`src/rtl/ascon_wb_pkg.sv`:
```
// Shared constants, state encoding and address helpers for the ASCON Wishbone initiator.
package ascon_wb_pkg;

  localparam logic [31:0] ADDR_STATUS = 32'h0000_0000;
  localparam logic [31:0] ADDR_CNTRL  = 32'h0000_0004;
  localparam logic [31:0] ADDR_KEY0   = 32'h0000_0008;
  localparam logic [31:0] ADDR_NONCE0 = 32'h0000_0018;
  localparam logic [31:0] ADDR_AD0    = 32'h0000_0028;
  localparam logic [31:0] ADDR_DOUT0  = 32'h0000_0030;
  localparam logic [31:0] ADDR_TAG0   = 32'h0000_0038;

  localparam int STATUS_DONE_BIT = 0;

  localparam logic [3:0] N_WRITES = 4'd11;
  localparam logic [2:0] N_READS  = 3'd6;

  typedef enum logic [2:0] {
    S_IDLE,
    S_WRITE,
    S_WGAP,
    S_POLL,
    S_PGAP,
    S_READ,
    S_RGAP,
    S_DONE
  } state_t;

  // Write slot order: KEY0..3, NONCE0..3, AD0..1, then CNTRL last.
  function automatic logic [31:0] write_addr(input logic [3:0] idx);
    logic [31:0] a;
    case (idx)
      4'd0, 4'd1, 4'd2, 4'd3: a = ADDR_KEY0   + {28'd0, idx[1:0], 2'b00};
      4'd4, 4'd5, 4'd6, 4'd7: a = ADDR_NONCE0 + {28'd0, idx[1:0], 2'b00};
      4'd8, 4'd9:             a = ADDR_AD0    + {29'd0, idx[0], 2'b00};
      default:                a = ADDR_CNTRL;
    endcase
    return a;
  endfunction

  // Read slot order: DOUT0..1, then TAG0..3.
  function automatic logic [31:0] read_addr(input logic [2:0] idx);
    logic [1:0] t;
    logic [31:0] a;
    t = idx[1:0] - 2'd2;
    if (idx < 3'd2) a = ADDR_DOUT0 + {29'd0, idx[0], 2'b00};
    else            a = ADDR_TAG0  + {28'd0, t, 2'b00};
    return a;
  endfunction

endpackage

```
`src/rtl/wb_single_xfer.sv`:
```
// Single Wishbone transaction engine: launches on req, holds the bus until ack.
module wb_single_xfer (
  input  logic        clk,
  input  logic        RST,
  input  logic        req,
  input  logic [31:0] addr,
  input  logic [31:0] wdata,
  input  logic        we,
  output logic        ack,
  output logic [31:0] rdata,
  output logic [31:0] wb_adr_o,
  output logic [31:0] wb_dat_o,
  output logic [3:0]  wb_sel_o,
  output logic        wb_we_o,
  output logic        wb_cyc_o,
  output logic        wb_stb_o,
  input  logic        wb_ack_i,
  input  logic [31:0] wb_dat_i
);

  assign ack   = wb_cyc_o & wb_stb_o & wb_ack_i;
  assign rdata = wb_dat_i;

  // Drive a request onto the bus and keep it frozen until the slave acks, then release.
  always_ff @(posedge clk) begin
    if (RST || ack) begin
      wb_cyc_o <= 1'b0;
      wb_stb_o <= 1'b0;
      wb_we_o  <= 1'b0;
      wb_sel_o <= 4'h0;
      wb_adr_o <= 32'h0;
      wb_dat_o <= 32'h0;
    end else if (req && !wb_cyc_o) begin
      wb_cyc_o <= 1'b1;
      wb_stb_o <= 1'b1;
      wb_we_o  <= we;
      wb_sel_o <= 4'hF;
      wb_adr_o <= addr;
      wb_dat_o <= we ? wdata : 32'h0;
    end
  end

endmodule

```
`src/rtl/wb_ascon_master.sv`:
```
// Sequences key/nonce/AD/control writes, STATUS polling and result readback on the ASCON slave.
module wb_ascon_master
  import ascon_wb_pkg::*;
#(
  parameter int POLL_LIMIT = 4096
) (
  input  logic         clk,
  input  logic         RST,
  input  logic         start,
  input  logic [127:0] key,
  input  logic [127:0] nonce,
  input  logic [63:0]  ad,
  input  logic [15:0]  cntrl,
  output logic         busy,
  output logic         done,
  output logic         err,
  output logic [63:0]  data_out,
  output logic [127:0] tag,
  output logic [31:0]  wb_adr_o,
  output logic [31:0]  wb_dat_o,
  output logic [3:0]   wb_sel_o,
  output logic         wb_we_o,
  output logic         wb_cyc_o,
  output logic         wb_stb_o,
  input  logic         wb_ack_i,
  input  logic [31:0]  wb_dat_i
);

  localparam int PW = $clog2(POLL_LIMIT + 1);

  state_t         state;
  logic [3:0]     widx;
  logic [2:0]     ridx;
  logic [PW-1:0]  poll_cnt;
  logic [PW-1:0]  poll_next;
  logic [127:0]   key_q;
  logic [127:0]   nonce_q;
  logic [63:0]    ad_q;
  logic [15:0]    cntrl_q;
  logic [31:0]    wr_word;
  logic [1:0]     tag_sel;

  logic           req;
  logic           xfer_we;
  logic           xfer_ack;
  logic [31:0]    xfer_addr;
  logic [31:0]    xfer_wdata;
  logic [31:0]    xfer_rdata;

  assign poll_next = poll_cnt + PW'(1);
  assign tag_sel   = ridx[1:0] - 2'd2;

  // Pick the 32-bit payload for the current write slot from the latched job inputs.
  always_comb begin
    wr_word = {16'd0, cntrl_q};
    case (widx)
      4'd0, 4'd1, 4'd2, 4'd3: wr_word = key_q[{widx[1:0], 5'd0} +: 32];
      4'd4, 4'd5, 4'd6, 4'd7: wr_word = nonce_q[{widx[1:0], 5'd0} +: 32];
      4'd8, 4'd9:             wr_word = ad_q[{widx[0], 5'd0} +: 32];
      default:                ;
    endcase
  end

  // Launch the next transaction from IDLE (on start) or from a gap state, so the bus idles exactly one cycle.
  always_comb begin
    req        = 1'b0;
    xfer_we    = 1'b0;
    xfer_addr  = 32'h0;
    xfer_wdata = 32'h0;
    case (state)
      S_IDLE: begin
        if (start) begin
          req        = 1'b1;
          xfer_we    = 1'b1;
          xfer_addr  = ADDR_KEY0;
          xfer_wdata = key[31:0];
        end
      end
      S_WGAP: begin
        req = 1'b1;
        if (widx == N_WRITES) begin
          xfer_addr = ADDR_STATUS;
        end else begin
          xfer_we    = 1'b1;
          xfer_addr  = write_addr(widx);
          xfer_wdata = wr_word;
        end
      end
      S_PGAP: begin
        req       = 1'b1;
        xfer_addr = ADDR_STATUS;
      end
      S_RGAP: begin
        if (ridx != N_READS) begin
          req       = 1'b1;
          xfer_addr = read_addr(ridx);
        end
      end
      default: ;
    endcase
  end

  wb_single_xfer u_xfer (
    .clk      (clk),
    .RST      (RST),
    .req      (req),
    .addr     (xfer_addr),
    .wdata    (xfer_wdata),
    .we       (xfer_we),
    .ack      (xfer_ack),
    .rdata    (xfer_rdata),
    .wb_adr_o (wb_adr_o),
    .wb_dat_o (wb_dat_o),
    .wb_sel_o (wb_sel_o),
    .wb_we_o  (wb_we_o),
    .wb_cyc_o (wb_cyc_o),
    .wb_stb_o (wb_stb_o),
    .wb_ack_i (wb_ack_i),
    .wb_dat_i (wb_dat_i)
  );

  // Job sequencer: write phase, STATUS polling with timeout, result readback, one-cycle done.
  always_ff @(posedge clk) begin
    if (RST) begin
      state    <= S_IDLE;
      widx     <= 4'd0;
      ridx     <= 3'd0;
      poll_cnt <= '0;
      key_q    <= 128'h0;
      nonce_q  <= 128'h0;
      ad_q     <= 64'h0;
      cntrl_q  <= 16'h0;
      busy     <= 1'b0;
      done     <= 1'b0;
      err      <= 1'b0;
      data_out <= 64'h0;
      tag      <= 128'h0;
    end else begin
      done <= 1'b0;
      case (state)
        S_IDLE: begin
          if (start) begin
            key_q    <= key;
            nonce_q  <= nonce;
            ad_q     <= ad;
            cntrl_q  <= cntrl;
            widx     <= 4'd0;
            ridx     <= 3'd0;
            poll_cnt <= '0;
            busy     <= 1'b1;
            err      <= 1'b0;
            state    <= S_WRITE;
          end
        end
        S_WRITE: begin
          if (xfer_ack) begin
            widx  <= widx + 4'd1;
            state <= S_WGAP;
          end
        end
        S_WGAP: begin
          state <= (widx == N_WRITES) ? S_POLL : S_WRITE;
        end
        S_POLL: begin
          if (xfer_ack) begin
            if (xfer_rdata[STATUS_DONE_BIT]) begin
              state <= S_RGAP;
            end else begin
              poll_cnt <= poll_next;
              if (poll_next == PW'(POLL_LIMIT)) begin
                err   <= 1'b1;
                done  <= 1'b1;
                busy  <= 1'b0;
                state <= S_DONE;
              end else begin
                state <= S_PGAP;
              end
            end
          end
        end
        S_PGAP: begin
          state <= S_POLL;
        end
        S_READ: begin
          if (xfer_ack) begin
            if (ridx < 3'd2) data_out[{ridx[0], 5'd0} +: 32] <= xfer_rdata;
            else             tag[{tag_sel, 5'd0} +: 32]      <= xfer_rdata;
            ridx  <= ridx + 3'd1;
            state <= S_RGAP;
          end
        end
        S_RGAP: begin
          if (ridx == N_READS) begin
            done  <= 1'b1;
            busy  <= 1'b0;
            state <= S_DONE;
          end else begin
            state <= S_READ;
          end
        end
        S_DONE: begin
          state <= S_IDLE;
        end
        default: state <= S_IDLE;
      endcase
    end
  end

endmodule
```
`config.mk`:
```
export PLATFORM = sky130hd
export DESIGN_NAME = wb_ascon_master
export DESIGN_NICKNAME = d
export VERILOG_FILES = /design/src/rtl/ascon_wb_pkg.sv /design/src/rtl/wb_single_xfer.sv /design/src/rtl/wb_ascon_master.sv
export SDC_FILE = /design/constraint.sdc
export NUM_CORES = 1
export LEC_CHECK = 0
export CAP_MARGIN = 20
export CORE_AREA = 2 2 249 251
export CTS_CLUSTER_SIZE = 8
export DETAILED_ROUTE_END_ITERATION = 12
export DIE_AREA = 0 0 251 253
export HOLD_SLACK_MARGIN = 0.12
export PLACE_DENSITY = 0.75
export SYNTH_ARGS = -nofsm -noshare
export SYNTH_HDL_FRONTEND = slang
export SYNTH_HIERARCHICAL = 1
export SYNTH_SLANG_ARGS = --single-unit
export TNS_END_PERCENT = 50
```
`constraint.sdc`:
```
create_clock -name clk -period 7.3 [get_ports clk]
set_input_delay 1.46 -clock clk [delete_from_list [all_inputs] [get_ports clk]]
set_output_delay 1.46 -clock clk [all_outputs]
set_load 0.01 [all_outputs]
```
== Word-level counts from Yosys, hierarchy flattened ==
Index checks and enable logic that the tools add are counted.

* Flip-flop bits (word level): 621
* Input bits: 372
* Output and inout port bits: 266
* Word-level logic and storage cells: 141

* Add/sub/neg operators: 11
* Magnitude comparators: 1
* Equality and inequality tests: 27
* Shift-type cells: 7
* Muxes and demuxes: 53
* Bitwise logic cells: 2
* Reductions and logical operators: 22

{| class="wikitable"
|+ Operators with widths
! kind !! count
|-
| $shiftx 128x8->32 || 2
|-
| $bwmux 128 || 1
|-
| $shift 32x9->128 const A || 1
|-
| $shiftx 32x9->128 || 1
|-
| $mux 32 || 3
|-
| $pmux 32 s3 || 1
|-
| $bwmux 64 || 1
|-
| $pmux 32 s2 || 1
|-
| $shift 32x8->64 const A || 1
|-
| $shiftx 32x8->64 || 1
|-
| $shiftx 64x7->32 || 1
|-
| $pmux 7 s3 || 2
|-
| $mux 13 || 3
|-
| $pmux 13 s2 || 1
|-
| $pmux 3 s8 || 1
|-
| $mux 7 || 3
|-
| $mux 3 || 6
|-
| $eq 4x3->1 const B || 4
|-
| $mux 1 || 16
|-
| $eq 3x3->1 const B || 5
|-
| $add 6x3->7 const A || 2
|-
| $add 13x1->13 const B || 1
|-
| $eq 13x13->1 const B || 1
|-
| $eq 4x4->1 const B || 3
|-
| 38 further kinds || 61
|}

== Longest topological paths before layout ==
Gate-level depths: netlist (run 1).

* Depth after elaboration: 6
* Gate-level depth with buffers: 15

== Cells and area by module ==
Netlist (run 1), hierarchy kept.

{| class="wikitable"
|+ Modules (own cells, without submodules)
! module !! times used !! cells each !! area an instance (um^2) !! seq. area each (um^2)
|-
| wb_ascon_master || 1 || 2773 || 22482.8 || 11090.6
|-
| wb_single_xfer || 1 || 329 || 2802.7 || 1321.3
|}

== Least setup slack after synthesis (run 1) ==
No wires, ideal clock.

* Path kind: register -> register
* From: register widx[0]
* To: register u_xfer.wb_dat_o[6]
* Library setup time: 132 ps
* Arrival time: 3024 ps
* Required time: 7168 ps
* Slack: 4143 ps
* Stages on the path, launching flop included: 16
* Path buffers: 5
* Cells stage by stage: dfxtp_1 buf_2 buf_2 inv_1 buf_1 ha_1 nor4_2 nor2_1 and2_1 buf_6 buf_2 mux4_2 a22oi_1 o211ai_1 nand3_1 a21oi_1

* Longest elaborated chain between the ends: 6

{| class="wikitable"
|+ RTL lines
! what !! line !! text
|-
| start: declaration || wb_ascon_master.sv:32 || <nowiki>logic [3:0] widx;</nowiki>
|-
| start signal: assignment || wb_ascon_master.sv:157 || <nowiki>widx <= widx + 4'd1;</nowiki>
|-
| parallel branches: the longest is 3 deep, another holds $shiftx 128x8->32 || n/a ||
|-
| $mux 32 * || wb_ascon_master.sv:81 || <nowiki>if (widx == N_WRITES) begin</nowiki>
|-
| $pmux 32 s2 * || wb_ascon_master.sv:70 || <nowiki>case (state)</nowiki>
|-
| via xfer_wdata[6] || wb_ascon_master.sv:47 || <nowiki>logic [31:0] xfer_wdata;</nowiki>
|-
| $mux 32 * || wb_single_xfer.sv:39 || <nowiki>wb_dat_o <= we ? wdata : 32'h0;</nowiki>
|-
| end signal: assignment || wb_single_xfer.sv:39 ||
|-
| end: declaration || wb_single_xfer.sv:12 || <nowiki>output logic [31:0] wb_dat_o,</nowiki>
|}

Mark *: on every way through the listed nets, which the timed path passes.
A chain may end at the register's enable or synchronous reset.

== Final worst setup path (run 1) ==
* From: register widx[0]
* To: register u_xfer.wb_dat_o[22]

Same word-level chain as after synthesis.

==> results of run 1 <==
==> worst register-to-register path: cells and delay by family, from the launching register on <==
kind | cells | cell delay, ns
buf+inv | 2 | 1.40
simple gates | 5 | 0.73
fa+ha+maj | 1 | 0.39
mux | 1 | 0.65
flops | 1 | 0.68
compound gates | 2 | 0.21
==> state kept, by name, summed over array words and instances, names as in the netlist, 16 cells and up <==
signal	cells
key_q	128
nonce_q	128
tag	128
ad_q	64
data_out	64
u_xfer/wb_adr_o	32
u_xfer/wb_dat_o	32
cntrl_q	16
==> cell families (layout without fill, tap and decap cells) <==
logic type / after synthesis / in the layout / synth area share [%]
xor+xnor: 8 / 8 / 0.2771
other cells: 1 / 37 / 0.01483
flops: 620 / 620 / 49.09
mux: 97 / 97 / 7.086
compound gates: 709 / 709 / 15.64
simple gates: 1358 / 1358 / 21.89
fa+ha+maj: 11 / 11 / 0.5443
buf+inv: 298 / 776 / 5.458
==> power by group through the flow <==
stage	Clock [W]	Sequential (W)	Combinational, W
2_1_floorplan	0	0.00363	0.000403
3_3_place_gp	0	0.00365	0.000735
3_5_place_dp	0	0.00366	0.000740
4_1_cts	0.00374	0.00359	0.000744
5_1_grt	0.00388	0.00360	0.000810
6_report	0.00368	0.00359	0.000749
==> cell type report <==
type	instances	area [sq um]
Fill cell	5463	26790
Timing Repair Buffer	672	6701
Clock inverter	8	163.9
Tap cell	790	988.4
Multi-Input combinational cell	2210	11670
Sequential cell	620	12420
Inverter	4	15.01
Clock buffer	92	2258
Antenna cell	10	25.02
==> metal layers <==
layer	track usage, %	part of all wire [%]	vias to the layer above
met5	0	0.044	-
met4	11.80	4.2	6
met3	6.651	8.9	185
met2	42.78	46	1060
met1	34.39	40	11250
li1	-	-	11330
==> placed cells by master, fill, tap and decap left out, types with 5 or more instances in the layout <==
cell,synthesis,routed
nand2_1,1079,1078
a21oi_2,40,40
dfxtp_1,620,619
buf_4,42,31
diode_2,0,10
ha_1,11,11
a21oi_1,569,569
o21ai_0,13,13
and2_1,5,5
clkbuf_16,0,89
mux2i_1,17,17
mux4_2,64,64
a31oi_1,5,5
clkdlybuf4s50_1,0,636
conb_1,1,27
a22oi_1,35,35
nor2_1,45,43
nor3b_1,8,7
nand3_1,173,173
nor3_1,10,8
xor2_1,5,5
mux2_2,16,16
o2111ai_1,16,16
o211ai_1,16,16
==> through the flow <==
stage          setup slack (ns)  total power (W)  instances  utilization (%)
2_1_floorplan             4.143         0.004037       3128                -
3_3_place_gp              3.149         0.004387       4295            52.05
3_5_place_dp              3.081         0.004396       4295            52.05
4_1_cts                   3.023         0.008072       4395            56.02
5_1_grt                   2.800         0.008288       4406            56.10
6_report                  3.074         0.008023       4406            56.10
==> final timing paths <==
path	start	slack [ns]	to	cells past startpoint
worst min-delay path	tag[82]	0.45	tag[82]	2
worst min register to register	tag[82]	0.45	tag[82]	2
worst max register to register	widx[0]	3.07	u_xfer/wb_dat_o[22]	11
worst max-delay path	widx[0]	3.07	u_xfer/wb_dat_o[22]	11
==> results.md, run 1 <==
- Slowest cell on crit path: buf_4
- Logic pwr share: a little under a tenth
- Total setup buffers inserted after CTS: 0
- CTS Root Cell: clkbuf_16
- WL per Instance: 20.08 um
- Max Cap Viol: 0
- Critical path class: flop to flop
- Yosys reg bits: 620
- IO Port Bufs: 637
- Clock power share: 45.9%
- Bufs and invs on worst path: 2
- Vias in the first global route: 22180
- Drc violations: 0
- Cell Area, Placed: about 32000 sq um
- Largest net degree at the start of global routing: 230
- Die ar.: between 60000 and 70000 sq um
- Static leakage: 11.69 nW
- Gr usage total: ~27%
- GPL Wtd Cong: approximately 0.86
- Sequential power share: 44.8%
- Post-DP HPWL: ~60 mm
- Starting Density: 41.43%
- Syn-to-layout area delta: 35.40%
- Outcome: complete, no violations
- Vias per inst: 5.409
- TritonCTS buffer count: 88
- Peak supply drop: approximately 0.00020 V
- Rel. slew slack: between 10% and 20%
- Most Frequent Cell on Critical Path: buf_4
- Top cell types by occurrence after synthesis: nand2_1 (1079), dfxtp_1 (620), a21oi_1 (569)
- Top cells by area, synth: dfxtp_1 (49%), nand2_1 (16%), a21oi_1 (11%)
- Top Ports: 638
- Async set or reset register ratio after synthesis: 0%
- Most frequent cell after synthesis: nand2_1
- Core area: 61030 sq um
- Internal Power: 0.006077 W
- Total wire length: 88.47 mm
- CP arrival: roughly 4.7 ns
- Total gr overflow: 0
- Least-Margin Pin Slew: 1.207 ns
- Fmax: 236.6 MHz
- # rows: ~90
- Post-Syn Instances: ~3100
- Tmin final: 4.226 ns
- CP top delay family: buffers and inverters
- Crit share post-route: 57.90%
- Share of layout cells above drive strength 1: about 7.8%
- Pwr dens: about 230 nW/um^2
- Antenna viol nets, final: 0
- Via count: 23830
- CTS tree: yes
- Syn Area/Cell: 8.151 sq um
- Seq/Total Area, Yosys: 49.09%
- Worst-path clk slew: ~0.050 ns
- Starting DRT DRC Count: 2240
- Switching Share: 24.26%
- Crit-path max cell delay: approximately 0.8 ns
- Clk_lat worst skew: ~0.64 ns
- RSZ-0062 raised after global routing: no
- Clk_skew: 0.03261 ns
- Count of pins over their slew limit: 0
- Fin nets: 3979
- Critical path, cell by cell: buf_4, ha_1, nor4_2, nor2_1, and2_4, buf_4, mux4_2, nand2_1, o2111ai_1, nand3_1, a21oi_2
- Post-CTS Hold Buffers: 0
- Ys Warns: 6
- Worst hold path class: flop to flop
- Synth area leader: dfxtp_1
- Final hold vios: 0
- Post-layout instance area: 34240 sq um
- Clk sink count: 620
- Initial antenna violation count: 14
- Critical Path RT: 7.74 ns
- DRT Pass-1 Iters: 5
- Post-CTS resize count: 0
- Primary FF master, synth: dfxtp_1
- EDFF count, synth: 0
- Top cell type's share of synthesized area: 49.09%
- CTS H-tree depth: 3
- Crit start category: flop
- Clock buffer depth: 3
- Die Span Y: between 200 and 300 um
- CP Max Fanout: 65
- Hold slack: approximately 0.45 ns
- Setup_tns: 0 ns
- CP Capture Type: flop
- Final setup viols: 0
- First-pass GRT wire length: 132.1 mm
- Count of cell types in the netlist: 57
- Die W: 251 um
- Netlist Area Pre-Place: 25290 sq um
- Switching pwr: between 0.0015 and 0.002 W
(Power assumes the default switching activity.)
==> run 2, diff against run 1 <==
Settings changed: CORE_AREA 2 2 249 251 to default, CORE_ASPECT_RATIO from default to 0.6, CORE_MARGIN from default to 2, CORE_UTILIZATION from default to 50, DIE_AREA 0 0 251 253 to default, PLACE_DENSITY 0.75 to 0.86.
Clock period 7.3 ns to 4.1 ns, I/O delays scaled along.
==> run 2 against run 1 <==
Effect of this change:
- routed wire length is 7.2% higher
- first-iteration DRC count up 49%
- hold slack about the same
- non-clock buffer count grew 20
- clock power rose by 74%
- critical path depth is the same
- combinational power rose by 86%
==> results.md, run 2 (synthesis gave the netlist of run 1 again) <==
- Starting DRT DRC Count: 3342 (+49%)
- Post-CTS resize count: 0 (unchanged)
- Drc violations: 0 (unchanged)
- Initial antenna violation count: 28 (+14)
- Critical path class: flop to flop
- Post-Layout Cell Count: 4308 (-2.2%)
- Worst-path clk slew: 0.05 ns (about the same)
- Crit start category: flop
- Via count: 25170 (+5.6%)
- Max Cap Viol: 0 (unchanged)
- Top Ports: 638 (unchanged)
- DRT Pass-1 Iters: 7 (+2)
- Pwr dens: 414.4 nW/um^2 (+77%)
- First-pass GRT wire length: 138.9 mm (+5.1%)
- Reg2reg path depth: 11 (unchanged)
- Share of layout cells above drive strength 1: 8.117% (+0.35 points)
- Clk sink count: 620 (unchanged)
- Die ar.: 52440 sq um (-17%)
- Fmax: 284.1 MHz (+20%)
- Core area: 49660 sq um (-19%)
- Reg2reg end: u_xfer/wb_dat_o[8]
- Top Registers: key_q (128), nonce_q (128), tag (128)
- Tmin final: 3.520 ns (-0.7069 ns)
- Total wire length: 94.81 mm (+7.2%)
- Final setup viols: 0 (unchanged)
- Outcome: complete, no violations
- Post-layout instance area: 34230 sq um (about the same)
- Vias per inst: 5.841 (+8.0%)
- Total gr overflow: 0 (unchanged)
- Commonest cells after routing, fill and taps aside: nand2_1 (1079), clkdlybuf4s50_1 (636), dfxtp_1 (619), a21oi_1 (569), nand3_1 (173)
- TritonCTS buffer count: 87 (-1.1%)
- Total setup buffers inserted after CTS: 0 (unchanged)
- Die Span Y: 178.2 um (-30%)
- Crit share post-route: 85.84% (+28 points)
- Worst Hold Depth: 2 (unchanged)
- GPL Wtd Cong: 0.9737 (+14%)
- Clock buffer depth: 3 (unchanged)
- CP arrival: 3.97 ns (-0.70 ns)
- Gr usage total: 34.73% (+7.9 points)
- # fillers: 3858 (-29%)
- Critical Path RT: 4.55 ns (-3.19 ns)
- Syn-to-layout area delta: 35.36% (about the same)
- End of the worst hold path: tag[7]
- Final hold vios: 0 (unchanged)
- CTS tree: yes
- Fin nets: 3998 (+0.48%)
- Worst hold path class: flop to flop
- WL per Instance: 22.01 um (+9.6%)
- R2R Path Start: widx[1]
- Hold Startpoint: tag[7]
- CTS Root Cell: clkbuf_16
- Count of pins over their slew limit: 0 (unchanged)
- Clk_skew: 0.01755 ns (-0.01506 ns)
- Post-CTS Hold Buffers: 0 (unchanged)
- # rows: 63 (-31%)
- Die W: 294.3 um (+17%)
- CTS H-tree depth: 3 (unchanged)
- Clk_lat worst skew: 0.61 ns (-0.03 ns)
- IO Port Bufs: 637 (unchanged)
- Cells after DPL: 4176 (-2.8%)
- Starting Density: 50.92% (+9.5 points)
- Antenna viol nets, final: 0 (unchanged)
- Vias in the first global route: 22640 (+2.1%)
- CP Capture Type: flop
- Static leakage: 11.76 nW (+0.65%)
- CP Max Fanout: 39 (-40%)
- Rel. slew slack: 25.06% (+5.6 points)
- Peak supply drop: 0.0003037 V (+51%)
- Reg2Reg Setup Slack: 0.58 ns (-2.49 ns)
- Post-DP HPWL: 66.46 mm (+11%)
- Tot Pwr: 0.01418 W (+77%)
- Setup_tns: 0 ns (unchanged)
- Cell Area, Placed: 31840 sq um (+0.23%)
- Commonest non-fill, non-tap cell in the layout: nand2_1
- Largest net degree at the start of global routing: 196 (-15%)
- Least-Margin Pin Slew: 1.124 ns (-0.08331 ns)
- RSZ-0062 raised after global routing: no
-- run 2: worst max-delay path, stage by stage (launching register included) --
cell and delay (ns):
dfxtp_1 0.48, inv_1 0.16, ha_1 0.23, nor4_2 0.40, nor2_1 0.13, and2_4 0.36
buf_4 0.31, mux4_2 0.32, a22oi_1 0.50, o211ai_1 0.19, nand3_1 0.15, a21oi_2 0.07
-- run 2: how the worst max path moves through the flow --
stage / slack (ns) / endpoint / from
2_1_floorplan: 0.94 / u_xfer/wb_dat_o[6] / widx[0]
3_3_place_gp: 0.90 / tag[0] / wb_ack_i
3_5_place_dp: 0.87 / u_xfer/wb_dat_o[8] / widx[1]
4_1_cts: 0.78 / u_xfer/wb_dat_o[8] / widx[1]
5_1_grt: 0.55 / u_xfer/wb_dat_o[8] / widx[1]
6_report: 0.58 / u_xfer/wb_dat_o[8] / widx[1]
-- run 2: area by class of cell --
class / count / area, sq um / area share (%)
antenna: 36 / 90.09 / 0.2632
clock buffer: 88 / 2181 / 6.372
clock inverter: 8 / 117.6 / 0.3436
inverter: 4 / 15.01 / 0.04387
multi-input combinational: 2210 / 11650 / 34.04
sequential: 620 / 12420 / 36.28
tap: 650 / 813.3 / 2.376
timing repair buffer: 692 / 6944 / 20.29
-- run 2: power breakdown --
part	switching (W)	internal (W)
Sequential	0.000140	0.00626
Clock	0.00259	0.00380
Combinational	0.000747	0.000640
-- run 2: metal layers --
layer	track usage [%]	vias to the layer above	wire length [um]	part of all wire, %
li1	-	11430	-	-
met3	9.220	303	10850	11
met2	47.81	1561	39300	41
met5	0	-	16	0.017
met1	50.37	11870	40160	42
met4	16.01	2	4473	4.7
-- run 2: through the flow --
| stage | worst slack [ns] | util (%) | hold WS (ns) |
|---|---|---|---|
| 2_1_floorplan | 0.9432 | - | 0.4329 |
| 3_3_place_gp | 0.9015 | 64.11 | 0.4369 |
| 3_5_place_dp | 0.8699 | 64.11 | 0.4421 |
| 4_1_cts | 0.7788 | 68.74 | 0.4484 |
| 5_1_grt | 0.5502 | 68.86 | 0.4657 |
| 6_report | 0.5804 | 68.92 | 0.4481 |
